## src/rtl/reg_dump_tx.sv

```systemverilog
// rtl/reg_dump_tx.sv - serial read-out of an 8-bit register value (UART-style frame, LSB first)
// Optional even-parity bit: define REG_DUMP_PARITY_EN.
module reg_dump_tx #(
    parameter int CLKS_PER_BIT = 4
) (
    input  logic       clk,
    input  logic       reset,
    input  logic [7:0] value,
    input  logic       req,
    output logic       busy,
    output logic       done,
    output logic       tx
);

    localparam int CW = (CLKS_PER_BIT > 1) ? $clog2(CLKS_PER_BIT) : 1;
    localparam logic [CW-1:0] CNT_MAX = CW'(CLKS_PER_BIT - 1);

    typedef enum logic [2:0] {
        S_IDLE,
        S_START,
        S_DATA,
        S_PARITY,
        S_STOP
    } state_t;

    state_t        state, state_n;
    logic [CW-1:0] cnt, cnt_n;
    logic [2:0]    idx, idx_n;
    logic [7:0]    shadow, shadow_n;
    logic          tx_n, busy_n, done_n;
    logic          bit_end;
    logic [2:0]    idx_inc;

    assign bit_end = (cnt == CNT_MAX);
    assign idx_inc = idx + 3'd1;

    // State and registered outputs; reset drops the line to idle at once.
    always_ff @(posedge clk or posedge reset) begin
        if (reset) begin
            state  <= S_IDLE;
            cnt    <= '0;
            idx    <= '0;
            shadow <= '0;
            tx     <= 1'b1;
            busy   <= 1'b0;
            done   <= 1'b0;
        end else begin
            state  <= state_n;
            cnt    <= cnt_n;
            idx    <= idx_n;
            shadow <= shadow_n;
            tx     <= tx_n;
            busy   <= busy_n;
            done   <= done_n;
        end
    end

    // Next-state logic: the value for the next bit is loaded into tx on the
    // same edge that ends the current bit, so tx changes exactly on bit edges.
    always_comb begin
        state_n  = state;
        cnt_n    = cnt;
        idx_n    = idx;
        shadow_n = shadow;
        tx_n     = tx;
        busy_n   = busy;
        done_n   = 1'b0;

        if (state != S_IDLE) begin
            cnt_n = bit_end ? '0 : cnt + 1'b1;
        end

        case (state)
            S_IDLE: begin
                tx_n   = 1'b1;
                busy_n = 1'b0;
                if (req) begin
                    shadow_n = value;
                    state_n  = S_START;
                    busy_n   = 1'b1;
                    tx_n     = 1'b0;
                    cnt_n    = '0;
                end
            end
            S_START: begin
                if (bit_end) begin
                    state_n = S_DATA;
                    idx_n   = 3'd0;
                    tx_n    = shadow[0];
                end
            end
            S_DATA: begin
                if (bit_end) begin
                    if (idx == 3'd7) begin
`ifdef REG_DUMP_PARITY_EN
                        state_n = S_PARITY;
                        tx_n    = ^shadow;
`else
                        state_n = S_STOP;
                        tx_n    = 1'b1;
`endif
                    end else begin
                        idx_n = idx_inc;
                        tx_n  = shadow[idx_inc];
                    end
                end
            end
`ifdef REG_DUMP_PARITY_EN
            S_PARITY: begin
                if (bit_end) begin
                    state_n = S_STOP;
                    tx_n    = 1'b1;
                end
            end
`endif
            S_STOP: begin
                if (bit_end) begin
                    state_n = S_IDLE;
                    busy_n  = 1'b0;
                    done_n  = 1'b1;
                    tx_n    = 1'b1;
                end
            end
            default: begin
                state_n = S_IDLE;
                busy_n  = 1'b0;
                tx_n    = 1'b1;
            end
        endcase
    end

endmodule

```

## config.mk

```make
export PLATFORM = sky130hd
export DESIGN_NAME = reg_dump_tx
export DESIGN_NICKNAME = d
export VERILOG_FILES = /design/src/rtl/reg_dump_tx.sv
export SDC_FILE = /design/constraint.sdc
export NUM_CORES = 1
export LEC_CHECK = 0
export BUFFER_PORTS_ARGS = -buffer_cell sky130_fd_sc_hd__buf_2
export CORE_ASPECT_RATIO = 0.8
export CORE_UTILIZATION = 42
export DETAILED_ROUTE_END_ITERATION = 8
export HOLD_SLACK_MARGIN = 0.15
export PLACE_DENSITY_LB_ADDON = 0.1
export SYNTH_ARGS = -nofsm -noshare
export SYNTH_HDL_FRONTEND = slang
export SYNTH_SLANG_ARGS = --single-unit
```

## constraint.sdc

```tcl
create_clock -name clk -period 4.2 [get_ports clk]
set_input_delay 0 -clock clk [delete_from_list [all_inputs] [get_ports clk]]
set_output_delay 0 -clock clk [all_outputs]
set_load 0.01 [all_outputs]
```

* Yosys cells after proc, flatten, opt, wreduce, memory -nomap -nowiden *
Index checks and enable logic that the tools add are counted.

storage, ports and cells
  bits in read-only memories = 0
  bits in latches = 0
  memories = 0
  register bits = 19
  RAM bits = 0

cells by class
  magnitude comparators = 1
  shifts and indexed selects = 0
  $mul = 0
  reduce and logical (&&, ||, !) cells = 9
  add/subtract/negate cells = 2
  bitwise operators = 1
  eq/ne operators = 11
  div/mod/pow operators = 0
  mux-type cells = 26

operators with widths
  operator                                                     count
  two-way mux 3 bit                                            7
  inequality test 2 bit (second input constant)                6
  case mux 3 bit (4 select lines)                              1
  two-way mux 1 bit                                            10
  two-way mux 2 bit                                            4
  equality test 3 bit (second input constant)                  2
  case mux 3 bit (2 select lines)                              1
  AND reduction 5 bit                                          1
  less-than comparator 3 x 4 -> 1 bit (second input constant)  1
  case mux 1 bit (4 select lines)                              1
  AND reduction 2 bit                                          2
  AND reduction 4 bit                                          1
  adder 3 x 1 -> 3 bit (second input constant)                 1
  binary-select mux 1 bit (select 3 bit)                       1
  equality test 3 x 1 -> 1 bit (second input constant)         1
  equality test 3 x 2 -> 1 bit (second input constant)         1
  logical NOT 3 bit                                            1
  case mux 1 bit (3 select lines)                              1
  AND reduction 3 bit                                          1
  nonzero test 3 bit                                           1
  adder 2 x 1 -> 2 bit (second input constant)                 1
  equality test 2 bit (second input constant)                  1
  nonzero test 2 bit                                           1
  OR reduction 2 bit                                           1
  inverter 1 bit                                               1

* Longest topological paths before layout *
Gate-level depths: netlist (run 1).

  depth after elaboration = 6
  mapped depth = 6
  gate-level depth less buffers = 6

* Least setup slack after synthesis (run 1) *
OpenSTA, ideal clock, no wires.

  path kind = register to register
  start = register idx[0]
  end = register tx
  period minus slack after synthesis = 1752 ps
  slack = 2448 ps
  stages on the path, launching flop included = 6
  arrival time = 1676 ps
  required time = 4123 ps
  path through = dfrtp_1 -> ha_1 -> mux4_2 -> nor2_1 -> and4b_1 -> a21o_1

on the way
  word-level cells in the longest chain between the ends = 6

ends and longest elaborated chain
  what                                     RTL line  RTL
  from (decl)                              28        logic [2:0] idx, idx_n;
  from (signal assigned)                   50        idx <= idx_n;
  adder 3 x 1 -> 3 bit                     35        assign idx_inc = idx + 3'd1;
  binary-select mux 1 bit (select 3 bit)   104       tx_n = shadow[idx_inc];
  two-way mux 1 bit (not written as such)  104
  two-way mux 1 bit *                      94        if (idx == 3'd7) begin
  two-way mux 1 bit *                      93        if (bit_end) begin
  case mux 1 bit (4 select lines) *        73        case (state)
  to (signal assigned)                     52        tx <= tx_n;
  to (decl)                                12        output logic tx

Every way passes the cells marked *; elsewhere a longest branch is shown, timed or not. The select of a mux whose other input is x is not followed.
A chain may end at the register's enable or synchronous reset.

* Worst setup path in the final report (run 1) *
  start = register idx[0]
  end = register idx[0]

on the way
  word-level cells in the longest chain between the ends = 4

ends and longest elaborated chain
  what                             RTL line
  adder 3 x 1 -> 3 bit             35
  two-way mux 3 bit                94
  two-way mux 3 bit                93
  case mux 3 bit (2 select lines)  73

Parallel ways exist; a longest one is shown, timed or not. The select of a mux whose other input is x is not followed.

==> qor.csv, run 1 <==
stage,metric,value,unit
placement,place.gp.congestion,0.8147,
finish,ff_latch_area,476.7,sq um
timing,relSlewSlack,54.05,%
detailed_routing,ant_nets,0,
detailed_routing,wire_per_inst,13.04,um
setup_path,r2r-end,idx[0]$_DFFE_PP0P_,
floorplanning,die_x,55.93,um
power,p_total,704.9,uW
clocking,ctsResizeCount,0,
floorplanning,fp-row-count,15,
detailed_routing,via_per_inst,5.493,
yosys,synth_seq_cells,19,
global_routing,grt_pass1_vias,615,
setup_path,cp.arrival,2.10,ns
clocking,postCtsHoldBufs,10,
timing,tns,0,ns
global_routing,grt_overflow,0,
global_routing,grt_max_degree,20,
power,ir_worst_vdd,345.3,uV
global_routing,track_usage,15.86,%
timing,setup_violations,0,
flow_run,maxCapViolations,0,
timing,maxSlewViolCount,0,
floorplanning,start_util,44.89,%
setup_path,r2r_cells,5,
setup_path,reg2reg_slack,2.34,ns
yosys,synth_fp_nets,100,
power,swShare,35.95,%
global_routing,antenna_found_initial,0,
detailed_routing,drt_wl_total,1747,um
detailed_routing,drtIter0Drc,22,
power,clockPowerShare,12.7,%
clocking,cts_buffers,3,
clocking,clock_latency,0.29,ns
timing,tightest_slew,0.6885,ns
clocking,root_buffer,clkbuf_4,
detailed_routing,drcViolationCount,0,
global_routing,grt_pass1_wl,2918,um
yosys,synth_seq_area_share,48.78,%
yosys,synth_cell_types,30,
setup_path,r2r_start,idx[0]$_DFFE_PP0P_,
detailed_routing,vias,736,
setup_path,cp-start-kind,flip-flop,
floorplanning,core-area,2177,sq um
finish,antennaDiodeCount,0,
power,power.net_switching,253.4,uW
setup_path,cp-end-kind,flip-flop,
finish,fill_cells,194,
finish,drive_gt1_share,27.52,%
placement,port_buffers,13,
timing,finalHoldViolations,0,
power,power.density,600.6,nW/um^2
clocking,clk_path_buf_depth,2,
yosys,synthCells,86,
hold_path,min_path_type,input port to asynchronous set/reset pin,
finish,area_growth_syn_to_layout,20.10,%
power,p_leak,0.5144,nW
clocking,cts.sinks,19,
power,p_comb_share,39.2,%
power,p_seq_share,48.1,%
power,internal_power,451.5,uW
run_status,status,finished clean,
clocking,h-tree-depth,1,
floorplanning,die_h,45.14,um
timing,fmax,0.5374,GHz
detailed_routing,dr.pass1.iters,4,
yosys,yosys_warnings,0,
floorplanning,dieArea,2525,sq um
placement,hpwl,1238,um
setup_path,crit_required,4.44,ns
yosys,synth.avg_cell_area,11.36,sq um
setup_path,worst-path-max-fanout,5,
timing,period_share,44.31,%
finish,multi_input_area,459.2,sq um
timing,fin_skew,0.005337,ns
floorplanning,io_pins,14,
setup_path,crit_type,flip-flop to flip-flop,
finish,final_nets,124,
yosys,synth_area,977.2,sq um
clocking,cts_tree,built,
clocking,clkSlewWorstSetupHoldPaths,0.10,ns
clocking,cts_setup_buffers,0,
timing,rsz0062_at_grt,false,
timing,post-route-min-period,1.861,ns
## synthesized netlist by cell type, drive strengths merged
cell type  number  area share [%]
nor4b           1            0.90
dfrtp          18              46
a31oi           1            0.64
mux2            9              10
a21oi           5             2.6
nor4            3             1.9
mux2i           3             3.1
o221ai          1            0.90
ha              3             3.8
o21ai           3             1.5
nor2b           2             1.3
inv             4             1.5
nor3            5             3.1
mux4            1             2.3
a22o            2             1.9
nand3           2             1.0
buf             4             2.7
xnor2           1            0.90
a21o            1            0.77
dfstp           1             2.7
nand2b          2             2.0
nor2            5             1.9
and4b           1             1.0
nand3b          4             3.1
o31ai           1            0.77
nand2           3             1.2
## flip-flops by register name, summed over array words and instances, names as in the netlist
signal  cells
busy        1
cnt         2
idx         3
state       3
shadow      8
tx          1
done        1
## through the flow
stage / utilization, % / hold WS [ns] / cell area, sq um / worst slack (ns) / std cells
floorplan: - / -0.04961 / 977.2 / 2.448 / 86
global placement: 48.10 / 0.1598 / 1047 / 2.417 / 120
detailed placement: 48.10 / 0.1485 / 1047 / 2.383 / 120
CTS: 53.91 / 0.3658 / 1174 / 2.377 / 134
global route: 53.91 / 0.4121 / 1174 / 2.259 / 134
finish: 53.91 / 0.3438 / 1174 / 2.339 / 134
## critical path, cell delays in order, from the launching register on
cell and delay [ns]:
dfrtp_1 0.43, ha_1 0.22, ha_1 0.21, nand2b_1 0.19
nor4_1 0.49, mux2_2 0.26
## worst max-delay path by stage
stage | from | to | cells after the start
final | idx[0]$_DFFE_PP0P_ | idx[0]$_DFFE_PP0P_ | 5
after global routing | idx[0]$_DFFE_PP0P_ | idx[0]$_DFFE_PP0P_ | 5
after CTS | idx[0]$_DFFE_PP0P_ | tx$_DFFE_PP1P_ | 5
after detailed placement | idx[0]$_DFFE_PP0P_ | tx$_DFFE_PP1P_ | 5
after global placement | idx[0]$_DFFE_PP0P_ | tx$_DFFE_PP1P_ | 5
after floorplan | idx[0]$_DFFE_PP0P_ | tx$_DFFE_PP1P_ | 5
## layer usage
metal  global-route usage, %  vias up  wire, um
met4                   5.854        0        15
met1                   23.08      352       929
met2                   21.45       22       727
li1                        -      360         -
met3                   6.017        2        75
met5                       0        -         0
## kinds of logic (layout without fill, tap and decap cells)
| family | after synthesis | count (layout) | synth area share (%) |
|---|---|---|---|
| and+or+nand+nor | 28 | 28 | 17.41 |
| DFF | 19 | 19 | 48.78 |
| AOI/OAI and AO/OA | 14 | 14 | 9.091 |
| muxes | 13 | 13 | 15.75 |
| buffers and inverters | 8 | 31 | 4.224 |
| adders and majority gates | 3 | 3 | 3.842 |
| xor gates and xnor gates | 1 | 1 | 0.8965 |
## final cells by class
| class | count | area share, % |
|---|---|---|
| clock buffer | 4 | 2.239 |
| timing repair buffer | 23 | 14.07 |
| tap | 25 | 2.665 |
| sequential | 19 | 40.62 |
| multi-input combinational | 59 | 39.13 |
| inverter | 4 | 1.279 |
## power by group through the flow
| stage | clock network, mW | logic (mW) | registers, mW |
|---|---|---|---|
| after floorplan | 0 | 0.245 | 0.305 |
| after global placement | 0 | 0.266 | 0.340 |
| after detailed placement | 0 | 0.271 | 0.339 |
| after CTS | 0.0937 | 0.279 | 0.337 |
| after global routing | 0.101 | 0.308 | 0.350 |
| final | 0.0895 | 0.277 | 0.339 |
## cells in the final DEF, fill, tap and decap left out, types with 2 or more instances in the layout
cell           Yosys  layout
dfrtp_1           18      18
buf_2              3      13
dlygate4sd3_1      0      10
mux2_2             9       9
nor2_1             5       5
a21oi_1            5       5
inv_1              4       4
nor3_1             4       4
nand3b_1           4       4
nor4_1             3       3
o21ai_0            3       3
mux2i_1            3       3
nand2_1            3       3
ha_1               3       3
clkbuf_4           0       3
nor2b_1            2       2
nand3_1            2       2
(Power assumes the default switching activity.)
==> run 2, diff against run 1 <==
- clock period: 4.2 -> 1.6 ns (I/O delays scaled with it)
==> run 2 against run 1 <==
The run now ends with negative setup slack left. Sequential power rose by 140%. Count of clock-buffer cells in the layout fell by 1. Setup slack lost 2.4 ns. Die area unchanged. Global-route usage increased by 2.1 points. Combinational power rose to 3.5 times the previous value. Via count up 6.0%. Power grew to 2.9 times the previous value. Largest power group is now combinational logic.
==> qor.csv, run 2 (synthesis gave the netlist of run 1 again) <==
stage,metric,value,unit,change
setup_path,crit_chain,ha_4 > mux4_2 > nor2_1 > and4b_1 > a21o_1,,
finish,layout_commonest_cell,dfrtp_1,,
placement,place.gp.congestion,0.8804,,+8.1%
floorplanning,core-area,2177,sq um,unchanged
global_routing,grt_pass1_wl,3346,um,+15%
global_routing,grt_overflow,0,,unchanged
finish,final_cell_mix,"dfrtp_1 (18), buf_2 (13), buf_4 (11)",,
power,p_comb_share,47.8,%,+8.6 points
floorplanning,start_util,44.89,%,unchanged
detailed_routing,wire_per_inst,13.41,um,+2.9%
timing,period_share,104.5,%,+60 points
detailed_routing,vias,780,,+6.0%
setup_path,cpLargestDelayFamily,multiplexers,,
floorplanning,die_x,55.93,um,unchanged
finish,ff_latch_area,476.7,sq um,unchanged
floorplanning,die_h,45.14,um,unchanged
finish,drive_gt1_share,37.50,%,+10 points
setup_path,crit_required,1.84,ns,-2.60 ns
detailed_routing,via_per_inst,5.379,,-2.1%
setup_path,cp.arrival,1.92,ns,-0.18 ns
setup_path,critPathBufInv,0,,unchanged
finish,antennaDiodeCount,0,,unchanged
placement,port_buffers,13,,unchanged
clocking,cts_tree,built,,
setup_path,cp_slowest_stage_delay,0.48,ns,about the same
detailed_routing,drt_wl_total,1945,um,+11%
timing,finalHoldViolations,0,,unchanged
placement,hpwl,1341,um,+8.4%
run_status,status,finished with violations,,
finish,fill_cells,192,,-1.0%
detailed_routing,ant_nets,0,,unchanged
setup_path,cp-start-kind,flip-flop,,
setup_path,worst-path-max-fanout,2,,-3
floorplanning,fp-row-count,15,,unchanged
detailed_routing,drtIter0Drc,13,,-41%
finish,final_nets,135,,+8.9%
placement,pre_cts_ws,-0.06208,ns,-2.445 ns
finish,largest_reg_flops,8,,unchanged
timing,post-route-min-period,1.672,ns,-0.1890 ns
timing,fmax,0.5981,GHz,+11%
timing,tightest_slew,0.7213,ns,+0.03280 ns
finish,area_growth_syn_to_layout,31.11,%,
power,internal_power,1.296,mW,+190%
finish,multi_input_area,483.0,sq um,+5.2%
power,swShare,35.48,%,-0.47 points
power,p_seq_share,40.3,%,-7.8 points
global_routing,grt_pass1_vias,706,,+15%
timing,relSlewSlack,51.86,%,-2.2 points
clocking,clock_latency,0.30,ns,about the same
power,power.density,1568,nW/um^2,+160%
setup_path,critPathSlowestCell,mux4_2,,
timing,worst_slack,-0.07193,ns,-2.411 ns
detailed_routing,drcViolationCount,0,,unchanged
detailed_routing,met2_length,867,um,+19%
setup_path,cp-end-kind,flip-flop,,
power,p_total,2.009,mW,+190%
timing,setup_violations,1,,+1
clocking,cts.sinks,19,,unchanged
floorplanning,dieArea,2525,sq um,unchanged
power,ir_worst_vdd,872.7,uV,+150%
finish,top_register,shadow,,
finish,largestRegisters,"shadow x8, idx x3, state x3",,
detailed_routing,wl_met3,109,um,+45%
clocking,root_buffer,clkbuf_4,,
hold_path,min_path_type,input port to asynchronous set/reset pin,,
power,clockPowerShare,11.9,%,-0.8 points
floorplanning,io_pins,14,,unchanged
global_routing,grt_max_degree,20,,unchanged
timing,maxSlewViolCount,0,,unchanged
run_status,violations,negative setup slack,,
global_routing,track_usage,17.95,%,+2.1 points
detailed_routing,wl_met1,957,um,+3.0%
detailed_routing,top_layer,met4,,
setup_path,crit_type,flip-flop to flip-flop,,
flow_run,maxCapViolations,0,,unchanged
clocking,clkSlewWorstSetupHoldPaths,0.11,ns,about the same
timing,fin_skew,0.006718,ns,+0.001381 ns
clocking,clk_path_buf_depth,2,,unchanged
detailed_routing,dr.pass1.iters,4,,unchanged
power,power.net_switching,713.0,uW,+180%
clocking,cts_buffers,3,,unchanged
finish,finish.utilization,58.85,%,+4.9 points
global_routing,antenna_found_initial,0,,unchanged
clocking,h-tree-depth,1,,unchanged
power,p_leak,0.5728,nW,+11%
timing,rsz0062_at_grt,true,,
==> run 2: cell count changes in the layout (fill, tap and decap cells not counted) <==
cell and delta:
clkbuf_1 -1, o21ai_0 -1, nand2b_1 -1, clkinv_2 +1, nand2b_4 +1, o21ai_2 +1
buf_4 +11, ha_4 +1, ha_1 -1
==> run 2: timing repair <==
action                                  in CTS  in global routing
buffers inserted                             0                  1
hold buffers                                10                  0
pin swaps                                    0                  1
endpoints found under the setup margin       1                  3
hold endpoints to repair                    29                  0
gates resized for setup                      0                  3
==> run 2: cell type report <==
type	count	share of cell area, %
clock buffers	3	1.758
clock inverters	1	0.3906
inverters	4	1.172
multi-input cells	59	37.70
flip-flops and latches	19	37.21
well taps	25	2.441
repair buffers	34	19.34
==> run 2: worst register-to-register path, delay by kind of cell (launching register included) <==
kind                     cells  cell delay, ns
AO/OA/AOI/OAI                1            0.15
adder cells (fa/ha/maj)      1            0.29
flip-flops                   1            0.43
multiplexers                 1            0.48
AND/OR/NAND/NOR              2            0.28
==> run 2: metal layers <==
| layer | vias to the layer above | global-route usage [%] |
|---|---|---|
| met1 | 376 | 26.40 |
| met3 | 2 | 6.017 |
| met4 | 0 | 4.390 |
| li1 | 379 | - |
| met2 | 23 | 25.54 |
| met5 | - | 0 |
==> run 2: per-stage QoR <==
stage	instances	cell area, sq um	TNS, ns	hold WS, ns
after floorplan	86	989.7	-0.08127	-0.04961
after global placement	130	1135	-0.03840	0.1556
after detailed placement	130	1135	-0.06208	0.1670
after CTS	144	1262	-0.07825	0.3716
after global routing	145	1281	-0.1322	0.3925
final	145	1281	-0.07193	0.3518
==> run 2: power groups by stage <==
stage                     combinational (mW)  clock (mW)  sequential, mW
after floorplan                        0.654           0           0.806
after global placement                 0.896           0           0.816
after detailed placement               0.914           0           0.820
after CTS                              0.936       0.253           0.810
after global routing                    1.08       0.281           0.839
final                                  0.960       0.240           0.810
==> run 2: worst paths after layout <==
check                                    from                     to  slack [ns]  depth (start not counted)
setup / recovery           idx[1]$_DFFE_PP0P_         tx$_DFFE_PP1P_       -0.07                          5
hold / removal                          reset  shadow[1]$_DFFE_PP0P_        0.35                          3
setup reg to reg           idx[1]$_DFFE_PP0P_         tx$_DFFE_PP1P_       -0.07                          5
hold reg to reg              cnt[0]$_DFF_PP0_       cnt[0]$_DFF_PP0_        0.51                          1
max in group asynchronous               reset  shadow[0]$_DFFE_PP0P_        0.79                          3
min in group clk                     value[6]  shadow[6]$_DFFE_PP0P_        0.46                          3
==> run 3, diff against run 2 <==
- GPL_TIMING_DRIVEN: unset -> 0
==> run 3 against run 2 <==
The flow still finishes with violations (negative setup slack). Combinational power down 5.2%. Global-route usage down 0.88 points. Worst hold slack worse by 0.0059 ns. Clock power about the same. Critical endpoint unchanged.
==> qor.csv, run 3 (synthesis gave the netlist of run 1 again) <==
stage,metric,value,unit,change
global_routing,track_usage,17.07,%,-0.88 points
setup_path,crit_required,1.84,ns,about the same
setup_path,cp.arrival,1.92,ns,about the same
timing,relSlewSlack,52.40,%,+0.54 points
timing,setup_violations,1,,unchanged
finish,ff_latch_area,478.0,sq um,+0.26%
timing,fmax,0.5933,GHz,-0.80%
setup_path,cp-end-kind,flip-flop,,
floorplanning,io_pins,14,,unchanged
finish,area_growth_syn_to_layout,29.07,%,
global_routing,grtUsageMet3,6.017,%,unchanged
detailed_routing,drt_wl_total,1856,um,-4.6%
finish,largest_reg_flops,8,,unchanged
detailed_routing,vias,761,,-2.4%
power,power.density,1568,nW/um^2,about the same
clocking,cts_tree,built,,
clocking,cts_buffers,3,,unchanged
timing,post-route-min-period,1.685,ns,+0.01346 ns
floorplanning,core-area,2177,sq um,unchanged
global_routing,grt_pass1_vias,715,,+1.3%
floorplanning,start_util,44.89,%,unchanged
clocking,h-tree-depth,1,,unchanged
floorplanning,fp-row-count,15,,unchanged
detailed_routing,drtIter0Drc,18,,+5
finish,final_cell_mix,"dfrtp_1 (17), buf_2 (15), dlygate4sd3_1 (10)",,
placement,place_area,1086,sq um,-4.3%
finish,antennaDiodeCount,0,,unchanged
setup_path,worst-path-max-fanout,2,,unchanged
finish,largestRegisters,"shadow x8, idx x3, state x3",,
detailed_routing,drcViolationCount,0,,unchanged
global_routing,antenna_found_initial,0,,unchanged
finish,finish.utilization,57.93,%,-0.92 points
run_status,status,finished with violations,,
placement,port_buffers,13,,unchanged
detailed_routing,wire_per_inst,13.26,um,-1.2%
setup_path,reg2reg_slack,-0.09,ns,about the same
floorplanning,die_x,55.93,um,unchanged
floorplanning,dieArea,2525,sq um,unchanged
power,ir_worst_vdd,863.9,uV,-1.0%
power,p_leak,0.5439,nW,-5.0%
finish,drive_gt1_share,38.26,%,+0.76 points
clocking,clkSlewWorstSetupHoldPaths,0.11,ns,about the same
setup_path,crit_type,flip-flop to flip-flop,,
timing,rsz0062_at_grt,true,,
detailed_routing,dr.pass1.iters,4,,unchanged
setup_path,r2r-end,tx$_DFFE_PP1P_,,
finish,layout_commonest_cell,dfrtp_1,,
finish,fin_area,1261,sq um,-1.6%
run_status,violations,negative setup slack,,
hold_path,min_path_type,input port to asynchronous set/reset pin,,
global_routing,met1_usage,24.46,%,-1.9 points
global_routing,use_met2,25.54,%,unchanged
floorplanning,die_h,45.14,um,unchanged
clocking,cts.sinks,19,,unchanged
timing,maxSlewViolCount,0,,unchanged
clocking,clock_latency,0.29,ns,about the same
global_routing,grt_max_degree,20,,unchanged
timing,worst_slack,-0.08539,ns,-0.01346 ns
detailed_routing,via_per_inst,5.436,,+1.0%
finish,multi_input_area,500.5,sq um,+3.6%
setup_path,cp-start-kind,flip-flop,,
detailed_routing,ant_nets,0,,unchanged
finish,fill_cells,211,,+9.9%
setup_path,r2r_cells,5,,unchanged
flow_run,maxCapViolations,0,,unchanged
finish,final_nets,130,,-3.7%
setup_path,r2r_start,idx[0]$_DFFE_PP0P_,,
timing,period_share,105.3,%,+0.84 points
timing,finalHoldViolations,0,,unchanged
finish,top_register,shadow,,
clocking,root_buffer,clkbuf_4,,
timing,tightest_slew,0.7132,ns,-0.008098 ns
timing,fin_skew,0.004675,ns,-0.002043 ns
global_routing,grt_overflow,0,,unchanged
placement,hpwl,1258,um,-6.2%
global_routing,grt_busiest_layer,met2,,
clocking,clk_path_buf_depth,2,,unchanged
placement,place.gp.congestion,0.8796,,about the same
global_routing,grt_pass1_wl,3222,um,-3.7%
-- run 3: report_power, final --
part	internal, mW	leakage (nW)	total (mW)	switching (mW)
logic	0.477	0.292	0.910	0.434
registers	0.682	0.234	0.824	0.142
clock network	0.0930	0.0177	0.243	0.150
-- run 3: critical path: stages, from the launching register on --
cell	delay, ns
dfrtp_2	0.44
ha_4	0.28
mux4_2	0.48
nor2_1	0.09
and4b_1	0.19
a21o_1	0.15
-- run 3: layout make-up --
type | count | share of cell area [%]
Multi-Input combinational cell | 59 | 39.68
Sequential cell | 19 | 37.90
Clock buffer | 3 | 1.786
Timing Repair Buffer | 25 | 14.29
Clock inverter | 1 | 0.3968
Inverter | 4 | 1.190
Buffer | 4 | 2.282
Tap cell | 25 | 2.480
-- run 3: per-stage QoR --
step                      setup TNS (ns)  total power, mW  hold WS (ns)  cells  setup WS [ns]
after floorplan                 -0.08127            1.460      -0.04961     86       -0.08127
after global placement           -0.6163            1.624        0.1513    124        -0.1730
after detailed placement         -0.6229            1.637        0.1571    124        -0.1705
after CTS                       -0.09759            1.942        0.3616    140       -0.09453
after global routing             -0.1535            2.154        0.3909    140        -0.1535
final                           -0.08539            1.978        0.3459    140       -0.08539
-- run 3: what timing repair did --
item	CTS	global route
pin swaps	1	0
gates resized for setup	3	6
buffers inserted	2	0
endpoints found under the setup margin	4	12
hold buffers	10	0
hold endpoints to repair	29	0
-- run 3: how the worst max path moves through the flow --
stage,from,end,depth (start not counted)
global route,idx[0]$_DFFE_PP0P_,tx$_DFFE_PP1P_,5
global placement,idx[0]$_DFFE_PP0P_,tx$_DFFE_PP1P_,5
floorplan,idx[0]$_DFFE_PP0P_,tx$_DFFE_PP1P_,5
detailed placement,idx[0]$_DFFE_PP0P_,tx$_DFFE_PP1P_,5
finish,idx[0]$_DFFE_PP0P_,tx$_DFFE_PP1P_,5
CTS,idx[0]$_DFFE_PP0P_,tx$_DFFE_PP1P_,5
-- run 3: routing by layer --
metal,part of all wire [%],wire (um),vias up
li1,-,-,370
met1,54,999,372
met2,42,784,17
met3,3.3,61,2
met4,0.54,10,0
met5,0,0,-
